[config.mk]
export PLATFORM = sky130hd
export DESIGN_NAME = score_display_ctrl
export DESIGN_NICKNAME = d
export VERILOG_FILES = /design/src/rtl/score_display_pkg.sv /design/src/rtl/bcd_to_seven_seg.sv /design/src/rtl/bin_to_bcd_dd.sv /design/src/rtl/score_display_ctrl.sv
export SDC_FILE = /design/constraint.sdc
export NUM_CORES = 1
export LEC_CHECK = 0
export ABC_AREA = 1
export CAP_MARGIN = 20
export CORE_ASPECT_RATIO = 1.25
export CORE_MARGIN = 2
export CORE_UTILIZATION = 27
export CTS_CLUSTER_SIZE = 10
export DETAILED_ROUTE_END_ITERATION = 8
export PLACE_DENSITY = 0.46
export SLEW_MARGIN = 0
export SYNTH_ARGS = -nofsm -noshare
export SYNTH_HDL_FRONTEND = slang
export SYNTH_SLANG_ARGS = --single-unit
[constraint.sdc]
create_clock -name clk -period 1.6 [get_ports clk]
set_clock_uncertainty 0.15 [all_clocks]
set_input_delay 0.32 -clock clk [delete_from_list [all_inputs] [get_ports clk]]
set_output_delay 0.32 -clock clk [all_outputs]
set_load 0.05 [all_outputs]
[src/rtl/score_display_pkg.sv]
// Shared types and constants for the score display controller.
package score_display_pkg;

  localparam int BIN_W = 14;
  localparam int BCD_W = 16;

  localparam logic [BIN_W-1:0] BCD_MAX = 14'd9999;

  localparam logic [6:0] SEG_OFF_AL = 7'h7F;
  localparam logic [6:0] SEG_OFF_AH = 7'h00;

  typedef enum logic [1:0] {
    ST_IDLE   = 2'd0,
    ST_SHIFT  = 2'd1,
    ST_COMMIT = 2'd2
  } state_e;

endpackage

[src/rtl/bcd_to_seven_seg.sv]
// BCD digit to seven-segment decoder, active-high segments, bit 6 = A ... bit 0 = G.
module bcd_to_seven_seg (
  input  logic [3:0] bcd_i,
  output logic [6:0] seg_o
);

  always_comb begin
    seg_o = 7'h00;
    case (bcd_i)
      4'd0: seg_o = 7'h7E;
      4'd1: seg_o = 7'h30;
      4'd2: seg_o = 7'h6D;
      4'd3: seg_o = 7'h79;
      4'd4: seg_o = 7'h33;
      4'd5: seg_o = 7'h5B;
      4'd6: seg_o = 7'h5F;
      4'd7: seg_o = 7'h70;
      4'd8: seg_o = 7'h7F;
      4'd9: seg_o = 7'h7B;
      default: seg_o = 7'h00;
    endcase
  end

endmodule

[src/rtl/bin_to_bcd_dd.sv]
// Sequential double-dabble converter: one add-3/shift iteration per clock.
module bin_to_bcd_dd
  import score_display_pkg::*;
(
  input  logic             clk,
  input  logic             reset_n,
  input  logic             start_i,
  input  logic [BIN_W-1:0] bin_i,
  output logic             done_o,
  output logic [BCD_W-1:0] bcd_o
);

  localparam int CW = $clog2(BIN_W + 1);

  logic [BIN_W-1:0] bin_q, bin_d;
  logic [BCD_W-1:0] bcd_q, bcd_d, adj;
  logic [CW-1:0]    cnt_q, cnt_d;

  always_ff @(posedge clk or negedge reset_n) begin
    if (!reset_n) begin
      bin_q <= '0;
      bcd_q <= '0;
      cnt_q <= '0;
    end else begin
      bin_q <= bin_d;
      bcd_q <= bcd_d;
      cnt_q <= cnt_d;
    end
  end

  always_comb begin
    bin_d = bin_q;
    bcd_d = bcd_q;
    cnt_d = cnt_q;
    adj   = bcd_q;
    for (int k = 0; k < BCD_W / 4; k++) begin
      if (bcd_q[4*k +: 4] >= 4'd5) adj[4*k +: 4] = bcd_q[4*k +: 4] + 4'd3;
    end
    if (start_i) begin
      bin_d = bin_i;
      bcd_d = '0;
      cnt_d = CW'(BIN_W);
    end else if (cnt_q != '0) begin
      bcd_d = {adj[BCD_W-2:0], bin_q[BIN_W-1]};
      bin_d = {bin_q[BIN_W-2:0], 1'b0};
      cnt_d = cnt_q - CW'(1);
    end
  end

  // done_o marks the final iteration; bcd_o holds the result after that edge.
  assign done_o = (cnt_q == CW'(1));
  assign bcd_o  = bcd_q;

endmodule

[src/rtl/score_display_ctrl.sv]
// Score display controller: accepts a binary score, converts to BCD, scans 4 digits.
module score_display_ctrl
  import score_display_pkg::*;
#(
  parameter int NUM_DIGITS     = 4,
  parameter int REFRESH_DIV    = 50000,
  parameter int BLANK_LZ       = 1,
  parameter int SEG_ACTIVE_LOW = 1
) (
  input  logic                  clk,
  input  logic                  reset_n,
  input  logic [BIN_W-1:0]      value_in,
  input  logic                  value_valid,
  output logic                  value_ready,
  output logic [NUM_DIGITS-1:0] digit_sel,
  output logic [6:0]            seg_out,
  output state_e                dbg_state_o
);

  localparam int PW = (REFRESH_DIV > 1) ? $clog2(REFRESH_DIV) : 1;
  localparam logic [PW-1:0] PRESC_MAX = PW'(REFRESH_DIV - 1);
  localparam logic [6:0] SEG_OFF = (SEG_ACTIVE_LOW != 0) ? SEG_OFF_AL : SEG_OFF_AH;

  state_e state_q, state_d;
  logic   accept, commit, conv_done;
  logic [BIN_W-1:0] sat_val;
  logic [BCD_W-1:0] conv_bcd, disp_q;

  // Handshake: a value transfers on any edge where value_valid && value_ready;
  // value_valid is ignored while value_ready is low.
  assign accept  = value_valid & value_ready;
  assign sat_val = (value_in > BCD_MAX) ? BCD_MAX : value_in;

  bin_to_bcd_dd u_conv (
    .clk     (clk),
    .reset_n (reset_n),
    .start_i (accept),
    .bin_i   (sat_val),
    .done_o  (conv_done),
    .bcd_o   (conv_bcd)
  );

  always_ff @(posedge clk or negedge reset_n) begin
    if (!reset_n) state_q <= ST_IDLE;
    else          state_q <= state_d;
  end

  always_comb begin
    state_d = state_q;
    case (state_q)
      ST_IDLE:   if (accept) state_d = ST_SHIFT;
      ST_SHIFT:  if (conv_done) state_d = ST_COMMIT;
      ST_COMMIT: state_d = ST_IDLE;
      default:   state_d = ST_IDLE;
    endcase
  end

  always_comb begin
    value_ready = (state_q == ST_IDLE);
    commit      = (state_q == ST_COMMIT);
  end

  assign dbg_state_o = state_q;

  // Display register only changes at commit, so the old score stays up during conversion.
  always_ff @(posedge clk or negedge reset_n) begin
    if (!reset_n)    disp_q <= '0;
    else if (commit) disp_q <= conv_bcd;
  end

  logic [PW-1:0] presc_q, presc_d;
  logic [1:0]    idx_q, idx_d;
  logic [3:0]    lz;
  logic [3:0]    cur_digit;
  logic [6:0]    dec_seg;
  logic          blank;
  logic [6:0]    seg_d, seg_q;
  logic [NUM_DIGITS-1:0] sel_d, sel_q;

  always_comb begin
    presc_d = (presc_q == PRESC_MAX) ? '0 : presc_q + PW'(1);
    idx_d   = (presc_q == PRESC_MAX) ? idx_q + 2'd1 : idx_q;
  end

  always_comb begin
    lz[3] = (disp_q[15:12] == 4'd0);
    for (int i = 2; i >= 0; i--) lz[i] = lz[i+1] && (disp_q[4*i +: 4] == 4'd0);
    cur_digit = disp_q[4*idx_q +: 4];
    blank     = (BLANK_LZ != 0) && (idx_q != 2'd0) && lz[idx_q];
    seg_d     = blank ? SEG_OFF : ((SEG_ACTIVE_LOW != 0) ? ~dec_seg : dec_seg);
    sel_d     = ~(NUM_DIGITS'(1) << idx_q);
  end

  bcd_to_seven_seg u_dec (
    .bcd_i (cur_digit),
    .seg_o (dec_seg)
  );

  always_ff @(posedge clk or negedge reset_n) begin
    if (!reset_n) begin
      presc_q <= '0;
      idx_q   <= '0;
      seg_q   <= SEG_OFF;
      sel_q   <= '1;
    end else begin
      presc_q <= presc_d;
      idx_q   <= idx_d;
      seg_q   <= seg_d;
      sel_q   <= sel_d;
    end
  end

  assign seg_out   = seg_q;
  assign digit_sel = sel_q;

endmodule
==> metrics <==
most frequent cells in the layout=nand2_1 (148), dfrtp_1 (66), nor2_1 (61); die height=147.3 um; Die Width=118.6 um; CP peak stage delay=0.43 ns; WP data arrival=1.10 ns; Port Buffers=30; reg2reg end=seg_out[1]; later-pin clock latency in the skew report=0.34 ns; H-tree depth=3; R2R depth=10; first-pass GRT wire length=16300 um; class of the worst hold path=in -> async; gr usage total=11.54%; instance count on the critical path=2; dpl cell area=0.005434 sq mm; Ports=31; required time of the worst setup path=1.13 ns; outcome=finished, final reports clean; Iter 0 DRT Violations=105; WP buf/inv=1; Final Hold Vio Count=0; Pleak=2.934 nW; Fill cells=1720; Rows=52; Slew @ Worst Pin=0.3583 ns; leading cell type in the layout, fill and taps excluded=nand2_1; Core Area=0.01614 sq mm; Cell Area, Synth=0.004433 sq mm; Setup CP Type=reg -> out; die area=0.01747 sq mm; pwr/cell area=1542 mW/mm^2; final number of setup-violating endpoints=0; dpl hpwl=6856 um; minimum clock period=1.567 ns; Mapped Avg Cell Area=8.179 sq um; Net count, final=658; vias in the first global route=3656; Bufs on Longest Clock Path=2; R2R Path Start=idx_q[0]; Worst Setup EP=value_ready; RSZ-0062 raised after global routing=true; area grow syn2layout=35.39%; Yosys cell types=34; leading area contributor after synthesis=dfrtp_1; Yosys reg bits=81; fin crit share=97.96%; Critical Path Fanout Max=2; routed length per instance=11.45 um; MaxCap Viol Count=0; crit end category=output pin; Post-Synthesis Cells=542; Worst Hold Margin=0.2749 ns; Final Cell Area=0.006002 sq mm; Startpoint Class=flop; Slew HR=76.11%; Worst VDD drop=498.7 uV; Fmax=0.6380 GHz; placer's final routability congestion estimate=0.7719; GR Overflow Total=0; final WL=9626 um; clk slew on worst S/H paths=0.06 ns; Ys Warns=0; CP max stage cell=dfrtp_2; Synth area leaders=dfrtp_1 (40%), nand2_1 (13%), dfstp_2 (6.5%), ha_1 (5.9%), nor2_1 (5.5%); Pre-antenna DRT Iters=4; Root Driver=clkbuf_16; CTS Buf Count=9; share of post-route cells with drive strength above 1=28.16%; vias per cell=4.321; CP startpoint=dbg_state_o[1]; CTS tree=yes; CTS sink cnt=81; r2r setup slk=0.05 ns; Final Max Slew Viols=0; CP delay by family, top=flip-flops; final antenna-violating net count=0; Ant. Diodes=0; Vias=3634; post-synthesis net count=580; Starting Density=27.47%; post-synth top area share=39.51%; DR DRC count=0; Seq/Total Area, Yosys=46.03%; crit-path cells=nor2_4, buf_12; largest net degree at the start of global routing=33; initial antenna violation count=0
-- per-stage QoR --
stage / cells / setup slack (ns) / util (%) / setup TNS (ns) / total power [mW]
2_1_floorplan: 542 / -0.1116 / - / -2.816 / 5.758
4_1_cts: 835 / -0.009107 / 35.68 / -0.01066 / 9.081
3_5_place_dp: 815 / -0.2034 / 33.68 / -3.766 / 7.039
3_3_place_gp: 815 / -0.1499 / 33.68 / -3.169 / 6.901
6_report: 841 / 0.03268 / 37.20 / 0 / 9.257
5_1_grt: 841 / -0.05142 / 37.20 / -0.2742 / 10.08
-- Yosys cell counts --
cell type and n:
nor2_2 1, buf_4 2, o21ai_2 4, nand3_2 3, nand2_2 6, a31oi_1 3
inv_2 8, nand3_4 1, a22oi_1 1, nand3_1 42, xnor2_1 2, nor3b_4 1
buf_2 3, nor3_1 2, nand2_4 7, o22ai_2 5, inv_1 52, dfrtp_1 70
nor2_4 3, xor2_1 11, and2_1 3, o21ai_0 39, nand2_1 157, nor2_1 65
o22ai_1 1, dfstp_2 11, nand4_1 1, buf_6 6, ha_1 21, nand3b_1 3
or2_2 2, clkbuf_1 2, a21oi_1 3, clkinv_4 1
-- how the worst min path moves through the flow --
stage / end / start / cells after the start / slack (ns)
2_1_floorplan: dbg_state_o[0] / reset_n / 0 / -0.13
3_3_place_gp: presc_q[10] / reset_n / 1 / 0.11
3_5_place_dp: presc_q[10] / reset_n / 1 / 0.12
4_1_cts: presc_q[10] / reset_n / 2 / 0.29
5_1_grt: presc_q[10] / reset_n / 2 / 0.30
6_report: presc_q[10] / reset_n / 2 / 0.27
-- metal layers --
| layer | global-route usage (%) | up-vias | routed length, um |
|---|---|---|---|
| li1 | - | 1862 | - |
| met1 | 12.51 | 1715 | 4113 |
| met2 | 21.29 | 44 | 5047 |
| met3 | 2.679 | 13 | 297 |
| met4 | 5.000 | 0 | 168 |
| met5 | 0 | - | 0 |
-- cell type report --
| type | instances | area [sq um] | area share, % |
|---|---|---|---|
| Multi-Input combinational cell | 387 | 2275 | 37.90 |
| Timing Repair Buffer | 80 | 887.1 | 14.78 |
| Inverter | 61 | 249.0 | 4.148 |
| Sequential cell | 81 | 2046 | 34.08 |
| Clock buffer | 13 | 260.3 | 4.336 |
| Tap cell | 216 | 270.3 | 4.503 |
| Clock inverter | 3 | 15.01 | 0.2502 |
-- cells by family after synthesis --
| logic type | after synthesis | synth area share, % |
|---|---|---|
| AOI/OAI and AO/OA | 56 | 7.677 |
| xor gates and xnor gates | 13 | 2.568 |
| adders and majority gates | 21 | 5.927 |
| buffers and inverters | 74 | 7.649 |
| DFF | 81 | 46.03 |
| and+or+nand+nor | 297 | 30.14 |
-- registers in the layout, summed over array words and instances (netlist names) --
signal        count
idx_q             2
seg_out           7
u_conv.bcd_o     16
u_conv.bin_q     14
presc_q          16
u_conv.cnt_q      4
dbg_state_o       2
disp_q           16
digit_sel         4
-- power breakdown --
part	switching, mW	total, mW	internal [mW]
combinational	2.33	4.15	1.82
sequential	0.430	3.16	2.73
clock	0.819	1.95	1.13
total	3.58	9.26	5.67
-- timing repair --
| action | in CTS | in global routing |
|---|---|---|
| pin swaps | 4 | 8 |
| endpoints found under the setup margin | 6 | 28 |
| gates resized for setup | 4 | 50 |
| gates cloned | 0 | 1 |
| hold endpoints to repair | 12 | 0 |
| hold buffers | 1 | 0 |
| buffers inserted | 3 | 5 |
No activity file was read; power rests on OpenSTA's default activity.
